[src/rtl/proj_frame_sched_if.sv]
// Handshake and pose bus between the frame sequencer (slave) and its surroundings (master).
interface proj_frame_sched_if #(
  parameter int unsigned AW = 12,
  parameter int unsigned TW = 16
);
  logic            vsync_pulse;
  logic            enable;
  logic [2:0]      rot_en;
  logic [2:0]      rot_neg;
  logic [3*TW-1:0] trans_in;
  logic            proj_done;
  logic            raster_done;
  logic [AW-1:0]   alpha;
  logic [AW-1:0]   beta;
  logic [AW-1:0]   gamma;
  logic [TW-1:0]   x_translate;
  logic [TW-1:0]   y_translate;
  logic [TW-1:0]   z_translate;
  logic            proj_start;
  logic            raster_start;
  logic            frame_done;
  logic            busy;
  logic [7:0]      overrun_cnt;
  logic            wdog_err;

  modport master (
    output vsync_pulse, enable, rot_en, rot_neg, trans_in, proj_done, raster_done,
    input  alpha, beta, gamma, x_translate, y_translate, z_translate,
           proj_start, raster_start, frame_done, busy, overrun_cnt, wdog_err
  );

  modport slave (
    input  vsync_pulse, enable, rot_en, rot_neg, trans_in, proj_done, raster_done,
    output alpha, beta, gamma, x_translate, y_translate, z_translate,
           proj_start, raster_start, frame_done, busy, overrun_cnt, wdog_err
  );
endinterface

[src/rtl/proj_frame_sched.sv]
// Per-frame projection sequencer: latches pose on vsync, handshakes projector then rasterizer.
// Optional wait-state watchdog enabled by defining PROJ_WATCHDOG_EN.
module proj_frame_sched #(
  parameter int unsigned WIIA       = 4,
  parameter int unsigned WIFA       = 8,
  parameter int unsigned WI         = 8,
  parameter int unsigned WF         = 8,
  parameter int unsigned ANGLE_WRAP = 1608,
  parameter int unsigned ROT_STEP   = 4
`ifdef PROJ_WATCHDOG_EN
  , parameter int unsigned WDOG_CYCLES = 1048575
`endif
) (
  input logic               Clk,
  input logic               Reset,
  proj_frame_sched_if.slave bus
);
  localparam int unsigned AW = WIIA + WIFA;
  localparam int unsigned TW = WI + WF;

  typedef enum logic [2:0] {
    S_IDLE, S_LATCH, S_PROJ, S_RELEASE, S_RASTER, S_DONE
  } state_t;

  state_t state;

  // One rotation step with wrap into [0, ANGLE_WRAP)
  function automatic logic [AW-1:0] step_angle(input logic [AW-1:0] a, input logic neg);
    logic [AW:0] s;
    if (!neg) begin
      s = {1'b0, a} + (AW+1)'(ROT_STEP);
      if (s >= (AW+1)'(ANGLE_WRAP)) s = s - (AW+1)'(ANGLE_WRAP);
    end else if (a < AW'(ROT_STEP)) begin
      s = {1'b0, a} + (AW+1)'(ANGLE_WRAP) - (AW+1)'(ROT_STEP);
    end else begin
      s = {1'b0, a} - (AW+1)'(ROT_STEP);
    end
    return s[AW-1:0];
  endfunction

`ifdef PROJ_WATCHDOG_EN
  logic [19:0] wdog_cnt;
  logic [19:0] wdog_cnt_eff;
  state_t      state_prev;
  logic        in_wait;
  logic        wdog_trip;

  // Count resets on entry to a new state, so each wait state gets its own budget
  assign in_wait      = (state == S_PROJ) || (state == S_RELEASE) || (state == S_RASTER);
  assign wdog_cnt_eff = (state != state_prev) ? 20'd0 : wdog_cnt;
  assign wdog_trip    = in_wait && (wdog_cnt_eff == 20'(WDOG_CYCLES));

  always_ff @(posedge Clk) begin
    if (Reset) begin
      state_prev <= S_IDLE;
      wdog_cnt   <= 20'd0;
    end else begin
      state_prev <= state;
      wdog_cnt   <= in_wait ? wdog_cnt_eff + 20'd1 : 20'd0;
    end
  end
`endif

  always_ff @(posedge Clk) begin
    if (Reset) begin
      state           <= S_IDLE;
      bus.alpha       <= '0;
      bus.beta        <= '0;
      bus.gamma       <= '0;
      bus.x_translate <= '0;
      bus.y_translate <= '0;
      bus.z_translate <= '0;
      bus.proj_start  <= 1'b0;
      bus.raster_start <= 1'b0;
      bus.frame_done  <= 1'b0;
      bus.busy        <= 1'b0;
      bus.overrun_cnt <= 8'd0;
      bus.wdog_err    <= 1'b0;
    end else begin
      bus.raster_start <= 1'b0;
      bus.frame_done   <= 1'b0;

      // Ticks arriving mid-frame are dropped and counted
      if ((state != S_IDLE) && bus.vsync_pulse && (bus.overrun_cnt != 8'hFF))
        bus.overrun_cnt <= bus.overrun_cnt + 8'd1;

      case (state)
        S_IDLE: begin
          if (bus.vsync_pulse && bus.enable) begin
            state    <= S_LATCH;
            bus.busy <= 1'b1;
          end
        end
        S_LATCH: begin
          if (bus.rot_en[0]) bus.alpha <= step_angle(bus.alpha, bus.rot_neg[0]);
          if (bus.rot_en[1]) bus.beta  <= step_angle(bus.beta,  bus.rot_neg[1]);
          if (bus.rot_en[2]) bus.gamma <= step_angle(bus.gamma, bus.rot_neg[2]);
          bus.x_translate <= bus.trans_in[TW-1:0];
          bus.y_translate <= bus.trans_in[2*TW-1:TW];
          bus.z_translate <= bus.trans_in[3*TW-1:2*TW];
          bus.proj_start  <= 1'b1;
          state           <= S_PROJ;
        end
        S_PROJ: begin
          if (bus.proj_done) begin
            bus.proj_start <= 1'b0;
            state          <= S_RELEASE;
          end
        end
        S_RELEASE: begin
          if (!bus.proj_done) begin
            bus.raster_start <= 1'b1;
            state            <= S_RASTER;
          end
        end
        S_RASTER: begin
          if (bus.raster_done) begin
            bus.frame_done <= 1'b1;
            state          <= S_DONE;
          end
        end
        S_DONE: begin
          bus.busy <= 1'b0;
          state    <= S_IDLE;
        end
        default: state <= S_IDLE;
      endcase

`ifdef PROJ_WATCHDOG_EN
      if (wdog_trip) begin
        bus.proj_start   <= 1'b0;
        bus.raster_start <= 1'b0;
        bus.frame_done   <= 1'b1;
        bus.wdog_err     <= 1'b1;
        state            <= S_DONE;
      end
`endif
    end
  end
endmodule

[src/flat_wrapper.sv]
// flat-port wrapper written by rule: the top's interface ports become plain ports
module proj_frame_sched_flat 
#(
  parameter int unsigned WIIA       = 4,
  parameter int unsigned WIFA       = 8,
  parameter int unsigned WI         = 8,
  parameter int unsigned WF         = 8,
  parameter int unsigned ANGLE_WRAP = 1608,
  parameter int unsigned ROT_STEP   = 4

)
  (Clk, Reset, bus_vsync_pulse, bus_enable, bus_rot_en, bus_rot_neg, bus_trans_in, bus_proj_done, bus_raster_done, bus_alpha, bus_beta, bus_gamma, bus_x_translate, bus_y_translate, bus_z_translate, bus_proj_start, bus_raster_start, bus_frame_done, bus_busy, bus_overrun_cnt, bus_wdog_err);
  proj_frame_sched_if #(.AW((12)), .TW((16))) bus_i ();
  input logic Clk;
  input logic Reset;
  input wire logic [$bits(bus_i.vsync_pulse)-1:0] bus_vsync_pulse;
  input wire logic [$bits(bus_i.enable)-1:0] bus_enable;
  input wire logic [$bits(bus_i.rot_en)-1:0] bus_rot_en;
  input wire logic [$bits(bus_i.rot_neg)-1:0] bus_rot_neg;
  input wire logic [$bits(bus_i.trans_in)-1:0] bus_trans_in;
  input wire logic [$bits(bus_i.proj_done)-1:0] bus_proj_done;
  input wire logic [$bits(bus_i.raster_done)-1:0] bus_raster_done;
  output wire logic [$bits(bus_i.alpha)-1:0] bus_alpha;
  output wire logic [$bits(bus_i.beta)-1:0] bus_beta;
  output wire logic [$bits(bus_i.gamma)-1:0] bus_gamma;
  output wire logic [$bits(bus_i.x_translate)-1:0] bus_x_translate;
  output wire logic [$bits(bus_i.y_translate)-1:0] bus_y_translate;
  output wire logic [$bits(bus_i.z_translate)-1:0] bus_z_translate;
  output wire logic [$bits(bus_i.proj_start)-1:0] bus_proj_start;
  output wire logic [$bits(bus_i.raster_start)-1:0] bus_raster_start;
  output wire logic [$bits(bus_i.frame_done)-1:0] bus_frame_done;
  output wire logic [$bits(bus_i.busy)-1:0] bus_busy;
  output wire logic [$bits(bus_i.overrun_cnt)-1:0] bus_overrun_cnt;
  output wire logic [$bits(bus_i.wdog_err)-1:0] bus_wdog_err;
  assign bus_i.vsync_pulse = bus_vsync_pulse;
  assign bus_i.enable = bus_enable;
  assign bus_i.rot_en = bus_rot_en;
  assign bus_i.rot_neg = bus_rot_neg;
  assign bus_i.trans_in = bus_trans_in;
  assign bus_i.proj_done = bus_proj_done;
  assign bus_i.raster_done = bus_raster_done;
  assign bus_alpha = bus_i.alpha;
  assign bus_beta = bus_i.beta;
  assign bus_gamma = bus_i.gamma;
  assign bus_x_translate = bus_i.x_translate;
  assign bus_y_translate = bus_i.y_translate;
  assign bus_z_translate = bus_i.z_translate;
  assign bus_proj_start = bus_i.proj_start;
  assign bus_raster_start = bus_i.raster_start;
  assign bus_frame_done = bus_i.frame_done;
  assign bus_busy = bus_i.busy;
  assign bus_overrun_cnt = bus_i.overrun_cnt;
  assign bus_wdog_err = bus_i.wdog_err;
  proj_frame_sched #(.WIIA(WIIA), .WIFA(WIFA), .WI(WI), .WF(WF), .ANGLE_WRAP(ANGLE_WRAP), .ROT_STEP(ROT_STEP)) u_core (.Clk(Clk), .Reset(Reset), .bus(bus_i));
endmodule
[config.mk]
export PLATFORM = sky130hd
export DESIGN_NAME = proj_frame_sched_flat
export DESIGN_NICKNAME = d
export VERILOG_FILES = /design/src/rtl/proj_frame_sched_if.sv /design/src/rtl/proj_frame_sched.sv /design/src/flat_wrapper.sv
export SDC_FILE = /design/constraint.sdc
export NUM_CORES = 1
export LEC_CHECK = 0
export ABC_AREA = 1
export BUFFER_PORTS_ARGS = -buffer_cell sky130_fd_sc_hd__buf_2
export CORE_ASPECT_RATIO = 1.4
export CORE_MARGIN = 2
export CORE_UTILIZATION = 58
export CTS_CLUSTER_DIAMETER = 50
export DETAILED_ROUTE_END_ITERATION = 8
export PLACE_DENSITY_LB_ADDON = 0.2
export SETUP_SLACK_MARGIN = 0.4
export SLEW_MARGIN = 30
export SYNTH_ARGS = -nofsm -noshare
export SYNTH_HDL_FRONTEND = slang
export SYNTH_SLANG_ARGS = --single-unit
[constraint.sdc]
create_clock -name Clk -period 4.45 [get_ports Clk]
set_input_delay 0.2225 -clock Clk [delete_from_list [all_inputs] [get_ports Clk]]
set_output_delay 0.2225 -clock Clk [all_outputs]
set_load 0.01 [all_outputs]
==> out/metrics.yaml, run 1 <==
status: "complete, no violations"
io_pins: 157
yosys_warnings: 0
rows: 43
synth_area_leader_cell: "dfxtp_1"
power_density_nw_per_um2: 442
routedWlPerCell_um: 12.8
synthTopCellsByCount: "nand2_1 (192), nor2_1 (155), inv_1 (94), dfxtp_1 (93), o21ai_0 (92)"
hold_viol_final: 0
antenna_found_initial: 0
worstReg2RegStart: "u_core.bus.beta[2]"
final_util_pct: 69.6
endpoint_kind: "register"
dpl-instance-area_um2: 6610
core_um2: 9900
avgSynthCellArea_um2: 6.37
hold_start: "bus_trans_in[2]"
critical_path_arrival_ns: 2.58
die_area_um2: 10900
fmaxAchievable_ghz: 0.426
hold_depth: 3
grt_overflow: 0
place_congestion: 0.925
dr.first_iter.drc_count: 321
hp-class: "in2reg"
ir_worst_vdd_mv: 0.305
diodes: 0
drive_gt1_share_pct: 20.9
viasPerCell: 5.30
skew_ns: 0.00703
clkTransAtPathRegs_ns: 0.07
yosysTopAreaCellShare_pct: 31.7
synthFlopType: "dfxtp_1"
totalPowerFinal_mw: 3.04
h-tree-depth: 3
nets: 1122
max_cap_violations: 0
synth_edf_count: 0
syn-instance-count: 921
relSlewSlack_pct: 46.0
fp.dieH_um: 123
synthToLayoutAreaGrowth_pct: 17.4
rsz0062_at_grt: "no"
drv_slew: 0
die_w_um: 89.0
grt_pass1_vias: 5698
initial_core_util_pct: 59.3
totalWireLength_um: 15200
cts.sinks: 93
drc_errors: 0
grt_pass1_wl_um: 24900
cts_resized: 0
whs_ns: 0.103
cts_hold_buf: 0
cp_max_fo: 12
portBuffers: 149
post_cts_buffers: 0
cp.required_ns: 4.69
fin_crit_ns: 2.34
synth_cell_types: 43
r2r_cells: 15
cts_tree: "done"
setup_slack_ns: 2.11
synth_area_um2: 5870
ant_nets: 0
cts_made_buffers: 9
setup_tns_ns: 0
worst_pin_slew_ns: 0.810
dp.cells: 1173
stdcell_count: 1188
synth_most_common_cell: "nand2_1"
critPathKind: "reg2reg"
place_ws_ns: 2.17
setup_violations: 0
worstSkewPairLatency_ns: 0.34
start_kind: "register"
ys_top_cells_by_area: "dfxtp_1 (32%), nand2_1 (12%), nor2_1 (9.9%), o21ai_0 (7.8%), nand3_1 (6.1%)"
clock_path_buffers: 2
finalCritPeriodShare_pct: 52.7
synth-seq-cells: 93
grt_start_max_net_pins: 83
drtPass1Iterations: 8
startpoint: "u_core.bus.beta[2]"
synth-async-reset-ratio_pct: 0
track_usage_pct: 28.3
via_count: 6291
cts_root_buffer: "clkbuf_16"
synth.yosys.seq_area_share_pct: 31.7
fin_area_um2: 6890
dp_hpwl_um: 11300
p_leak_nw: 3.59
==> cell type report <==
| cell class | count | area (µm²) |
|---|---|---|
| sequential | 93 | 1860 |
| clock buffer | 9 | 225 |
| tap | 135 | 169 |
| inverter | 104 | 393 |
| multi-input combinational | 691 | 3430 |
| fill | 956 | 3010 |
| clock inverter | 6 | 48.8 |
| timing repair buffer | 150 | 753 |
==> kinds of logic (layout without fill, tap and decap cells) <==
family	after synthesis	in the layout	synth area share, %
and+or+nand+nor	478	478	36.0
AOI/OAI and AO/OA	173	173	16.1
buffers and inverters	143	269	10.2
DFF	93	93	31.7
xor gates and xnor gates	20	20	3.11
adders and majority gates	13	13	2.77
other	1	7	0.0639
==> registers in the layout (all words and copies together), names as in the netlist <==
register                 count
u_core.bus.gamma            10
u_core.bus.x_translate      16
u_core.bus.raster_start      1
u_core.bus.proj_start        1
u_core.bus.alpha            10
u_core.bus.z_translate      16
u_core.bus.busy              1
u_core.bus.frame_done        1
u_core.bus.overrun_cnt       8
u_core.bus.beta             10
u_core.state                 3
u_core.bus.y_translate      16
==> worst max-delay path: stages (launching register included) <==
cell and delay, ns:
dfxtp_1 0.45, inv_1 0.14, ha_1 0.34, inv_1 0.11, ha_1 0.19, nand2_1 0.06, nand2_1 0.11, nand2_2 0.09
a21oi_2 0.16, nand2_2 0.17, nand2_1 0.12, nand2_1 0.07, nand2_1 0.06, nand3_1 0.06, nand2_1 0.08, inv_1 0.04
==> power by group <==
part | total [mW] | internal, mW | switching (mW)
sequential | 1.12 | 0.984 | 0.132
clock | 0.716 | 0.381 | 0.336
combinational | 1.21 | 0.423 | 0.785
==> worst paths after layout <==
path	endpoint	slack, ns
worst max-delay path	u_core.bus.beta[3]	2.11
worst min-delay path	u_core.bus.x_translate[2]	0.10
worst max register to register	u_core.bus.beta[3]	2.11
worst min register to register	u_core.bus.busy	0.46
==> metal layers <==
layer | GRT usage (%) | routed length (µm)
met5 | 0 | 0
met1 | 33.9 | 6210
met4 | 9.70 | 320
met2 | 49.4 | 7750
met3 | 6.48 | 914
==> layout by cell type (no fill, tap or decap), types with 13 or more instances in the layout <==
master and instances:
nand2_2 15, o21ai_0 92, dfxtp_1 93, nor2_1 155
nand3_1 71, ha_1 13, buf_2 149, a21oi_1 49
xor2_1 13, nand2_1 192, inv_1 94
No activity file was read; power rests on OpenSTA's default activity.
==> inputs of run 2 (changes only) <==
CORE_UTILIZATION = 48   (was 58)
clock period = 2.15 ns   (was 4.45 ns; I/O delays follow)
==> out/metrics.yaml, run 2 (synthesized netlist as in run 1, its figures left out) <==
place_ws_ns: 0.0818
rsz0062_at_grt: "yes"
clkTransAtPathRegs_ns: 0.07
dr.first_iter.drc_count: 338
die_area_um2: 13100
final_cell_mix: "buf_2 (149), nand2_1 (146), nor2_1 (136)"
grt_pass1_vias: 6499
drv_slew: 0
fmaxAchievable_ghz: 0.504
critical_path_arrival_ns: 2.23
totalWireLength_um: 19000
setup_slack_ns: 0.167
rows: 47
fillCellCount: 943
final_common_cell: "buf_2"
hold_viol_final: 0
routedWlPerCell_um: 14.5
clock_path_buffers: 2
cts.sinks: 93
top_regs: "u_core.bus.x_translate x16, u_core.bus.y_translate x16, u_core.bus.z_translate x16"
core_um2: 11900
ant_nets: 0
place_congestion: 0.915
drtPass1Iterations: 4
worstSkewPairLatency_ns: 0.34
cp.required_ns: 2.39
nets: 1231
io_pins: 157
die_w_um: 97.4
start_kind: "register"
totalPowerFinal_mw: 7.23
ir_worst_vdd_mv: 0.621
drc_errors: 0
portBuffers: 149
h-tree-depth: 3
cts_made_buffers: 9
skew_ns: 0.00734
grt_start_max_net_pins: 38
dp.cells: 1204
viasPerCell: 5.26
grt_pass1_wl_um: 29900
hp-class: "in2reg"
critPathKind: "reg2reg"
endpoint_kind: "register"
power_density_nw_per_um2: 839
status: "complete, no violations"
synthToLayoutAreaGrowth_pct: 46.9
setup_tns_ns: 0
antenna_found_initial: 0
cts_tree: "done"
via_count: 6893
max_cap_violations: 0
initial_core_util_pct: 49.4
drive_gt1_share_pct: 37.8
setup_violations: 0
p_leak_nw: 4.27
stdcell_count: 1311
finalCritPeriodShare_pct: 92.2
dp_hpwl_um: 12200
cp_max_fo: 6
cts_root_buffer: "clkbuf_16"
fp.dieH_um: 135
grt_overflow: 0
fin_crit_ns: 1.98
track_usage_pct: 27.3
## run 2: final cells by class
cell class	count	area, µm²	area share, %
Inverter	104	403	4.68
Timing Repair Buffer	257	1700	19.8
Clock inverter	7	56.3	0.654
Sequential cell	93	1920	22.2
Antenna cell	1	2.50	0.0290
Tap cell	147	184	2.14
Multi-Input combinational cell	693	4120	47.9
Clock buffer	9	225	2.61
## run 2: metal layers
metal / GRT usage [%] / part of all wire [%]
met4: 10.3 / 2.3
met1: 30.9 / 39
met2: 50.4 / 52
met3: 5.38 / 6.2
met5: 0 / 0
## run 2: worst max-delay path, cell delays in order, from the launching register on
cell and delay (ns):
dfxtp_4 0.38, ha_4 0.19, nand2_4 0.06, nor2_4 0.16
nand3_2 0.11, nand2_2 0.12, nor2_4 0.06, buf_4 0.14
a21oi_4 0.19, nand2_4 0.11, nand2_2 0.08, nand2_1 0.06
nand2_1 0.05, nand3_1 0.06, nand2_1 0.07, inv_1 0.03
## run 2: path summary, 6_finish.rpt
kind,to,slack [ns],cells after the start,from
setup / recovery,u_core.bus.beta[3],0.17,15,u_core.bus.beta[2]
setup reg to reg,u_core.bus.beta[3],0.17,15,u_core.bus.beta[2]
hold reg to reg,u_core.bus.overrun_cnt[4],0.46,2,u_core.bus.overrun_cnt[4]
hold / removal,u_core.bus.x_translate[8],0.005,3,bus_trans_in[8]
## run 2: power by group
part,internal [mW],leakage (nW),switching [mW]
logic,1.34,3.36,2.00
clock network,0.802,0.142,0.744
registers,2.05,0.773,0.289
total,4.19,4.27,3.03
## run 2: timing repair
action | in CTS | in global routing
resized for setup | 73 | 98
setup endpoints to repair | 28 | 28
hold endpoints to repair | 40 | 0
hold buffers | 40 | 0
cloned | 2 | 0
pin swaps | 42 | 72
buffers inserted | 24 | 24
## run 2: metrics by stage
| stage | area (µm²) | util, % | hold WS [ns] |
|---|---|---|---|
| after floorplan | 6080 | - | 0.185 |
| after global placement | 6960 | 58.6 | 0.326 |
| after detailed placement | 6960 | 58.6 | 0.325 |
| after CTS | 8090 | 68.1 | 0.0000999 |
| after global routing | 8610 | 72.5 | 0.0210 |
| final | 8610 | 72.5 | 0.00523 |
==> inputs of run 3 (changes only) <==
ABC_AREA = not set   (was 1)
CORE_UTILIZATION = 50   (was 48)
==> out/metrics.yaml, run 3 <==
cp_max_fo: 4
synth_area_um2: 6730
final_common_cell: "buf_4"
drtPass1Iterations: 5
routedWlPerCell_um: 17.1
totalPowerFinal_mw: 4.87
relSlewSlack_pct: 60.7
synth_compound_area_share_pct: 26.6
core_um2: 13300
crit_path_end: "u_core.bus.alpha[8]"
power_switching_mw: 1.61
synth_edf_count: 0
clock_path_buffers: 2
fin_area_um2: 10100
dr.first_iter.drc_count: 478
r2r_cells: 12
r2r_end: "u_core.bus.alpha[8]"
p_leak_nw: 4.21
fp.dieH_um: 141
worstReg2RegStart: "u_core.bus.alpha[2]"
yosysTopAreaCellShare_pct: 27.7
ys_top_cells_by_area: "dfxtp_1 (28%), nand2_1 (9.0%), a21oi_1 (6.9%), nor2_1 (3.7%), xnor2_1 (3.3%)"
grt_pass1_vias: 7572
drv_slew: 0
ir_worst_vdd_mv: 0.500
clkTransAtPathRegs_ns: 0.08
cts.sinks: 93
top_regs: "u_core.bus.x_translate x16, u_core.bus.y_translate x16, u_core.bus.z_translate x16"
cts_tree: "done"
setup_slack_ns: -0.340
failed_checks: "negative setup slack"
antenna_found_initial: 1
syn-instance-count: 908
cts_root_buffer: "clkbuf_16"
synth-seq-cells: 93
skew_ns: 0.00926
fmaxAchievable_ghz: 0.402
place_congestion: 0.954
nets: 1279
endpoint_kind: "register"
max_cap_violations: 0
h-tree-depth: 3
portBuffers: 149
finalCritPeriodShare_pct: 116
start_kind: "register"
dp.cells: 1303
power.internal_mw: 3.26
startpoint: "u_core.bus.alpha[2]"
clkPwrFrac_pct: 34.1
critical_path_arrival_ns: 2.76
cp.required_ns: 2.42
synth.yosys.seq_area_share_pct: 27.7
dp_hpwl_um: 15300
fin_crit_ns: 2.49
hold_viol_final: 0
grt_pass1_wl_um: 36600
setup_violations: 27
die_area_um2: 14400
synth_most_common_cell: "nand2_1"
rows: 50
stdcell_count: 1393
swShare_pct: 33.0
synth-async-reset-ratio_pct: 0
via_count: 8099
power.share.combinational_pct: 27.8
worstSkewPairLatency_ns: 0.35
viasPerCell: 5.81
ant_nets: 0
setup_tns_ns: -4.26
synthToLayoutAreaGrowth_pct: 49.6
final_cell_mix: "buf_4 (160), nand2_1 (159), buf_2 (148)"
grt_overflow: 0
synth_area_leader_cell: "dfxtp_1"
critPathKind: "reg2reg"
rrSetupSlack_ns: -0.34
synthTopCellsByCount: "nand2_1 (161), a21oi_1 (93), dfxtp_1 (93), nor2_1 (67), o21ai_0 (41)"
track_usage_pct: 31.4
die_w_um: 102
drive_gt1_share_pct: 38.6
synth_xor_area_share_pct: 5.34
yosys_warnings: 0
power_density_nw_per_um2: 484
totalWireLength_um: 23800
grt_start_max_net_pins: 58
cts_made_buffers: 9
io_pins: 157
synth_fa_ha_area_share_pct: 2.42
synthFlopType: "dfxtp_1"
synth_top_family_by_area: "simple AND/OR/NAND/NOR gates"
rsz0062_at_grt: "yes"
avgSynthCellArea_um2: 7.41
synth_cell_types: 94
worst_pin_slew_ns: 0.589
initial_core_util_pct: 50.7
synthMuxAreaShare_pct: 1.93
diodes: 0
drc_errors: 0
status: "finished, violations left"
pwr-share-seq_pct: 38.1
dpl-instance-area_um2: 8600
synthSimpleGateAreaFrac_pct: 28.1
hp-class: "in2reg"
[run 3: cell count changes in the layout (fill, tap and decap cells not counted), sizes merged, moves of 14 or more]
cell and change:
nor2 -101, buf +106, nor3 +14, nand2 -48, a21oi +42, nand3 -56
xnor2 +19, o21ai -57, inv -80
[run 3: cell type report]
type                    instances  area [µm²]
flip-flops and latches         93        1890
clock buffers                   9         225
fillers                       960        3200
well taps                     182         228
multi-input cells             713        4970
inverters                      22        97.6
clock inverters                 7        88.8
repair buffers                367        2560
[run 3: power groups by stage]
stage	logic, mW	clock network (mW)	registers [mW]
6_report	1.36	1.66	1.86
5_1_grt	1.45	1.77	1.87
4_1_cts	1.23	1.69	1.85
3_5_place_dp	1.10	0	1.89
3_3_place_gp	1.09	0	1.89
2_1_floorplan	0.639	0	1.91
[run 3: how the worst min path moves through the flow]
stage / start / to / cells after the start
2_1_floorplan: bus_trans_in[0] / u_core.bus.x_translate[0] / 2
4_1_cts: bus_trans_in[23] / u_core.bus.y_translate[7] / 3
3_5_place_dp: bus_trans_in[29] / u_core.bus.y_translate[13] / 3
3_3_place_gp: bus_trans_in[46] / u_core.bus.z_translate[14] / 3
6_report: bus_trans_in[23] / u_core.bus.y_translate[7] / 3
5_1_grt: bus_trans_in[23] / u_core.bus.y_translate[7] / 3
[run 3: per-layer routing]
metal,up-vias,track usage (%),share of wire [%]
li1,3838,-,-
met3,96,7.09,7.3
met1,3775,36.6,38
met4,2,13.6,4.2
met5,-,0,0.080
met2,388,54.4,51
[run 3: per-stage QoR]
stage               setup WS, ns  util (%)  hold WS [ns]
finish                    -0.340      75.9       0.00969
global route              -0.428      75.9       0.00728
global placement          -0.127      64.9         0.347
detailed placement        -0.180      64.9         0.353
CTS                       -0.210      73.5       0.00287
floorplan                 -0.282         -         0.243
[run 3: logic make-up after synthesis]
family                   count (synthesis)
AND/OR/NAND/NOR                        381
AO/OA/AOI/OAI                          259
buffers and inverters                  108
flip-flops                              93
XOR/XNOR                                41
adder cells (fa/ha/maj)                 13
multiplexers                            12
other                                    1
[run 3: repair_timing]
action                     CTS  global route
setup endpoints to repair   31            59
pin swaps                   33            32
hold buffers                44             0
hold endpoints to repair    44             0
gates resized for setup     57            44
setup buffers               18            12
[run 3: worst max-delay path, stage by stage, from the launching register on]
cell and delay, ns:
dfxtp_4 0.38, inv_2 0.05, ha_4 0.27, inv_4 0.04
ha_4 0.17, a32oi_1 0.22, nor2_1 0.11, o2bb2ai_2 0.20
a21o_1 0.22, a21oi_2 0.11, buf_4 0.15, or4_1 0.39
o211ai_1 0.09
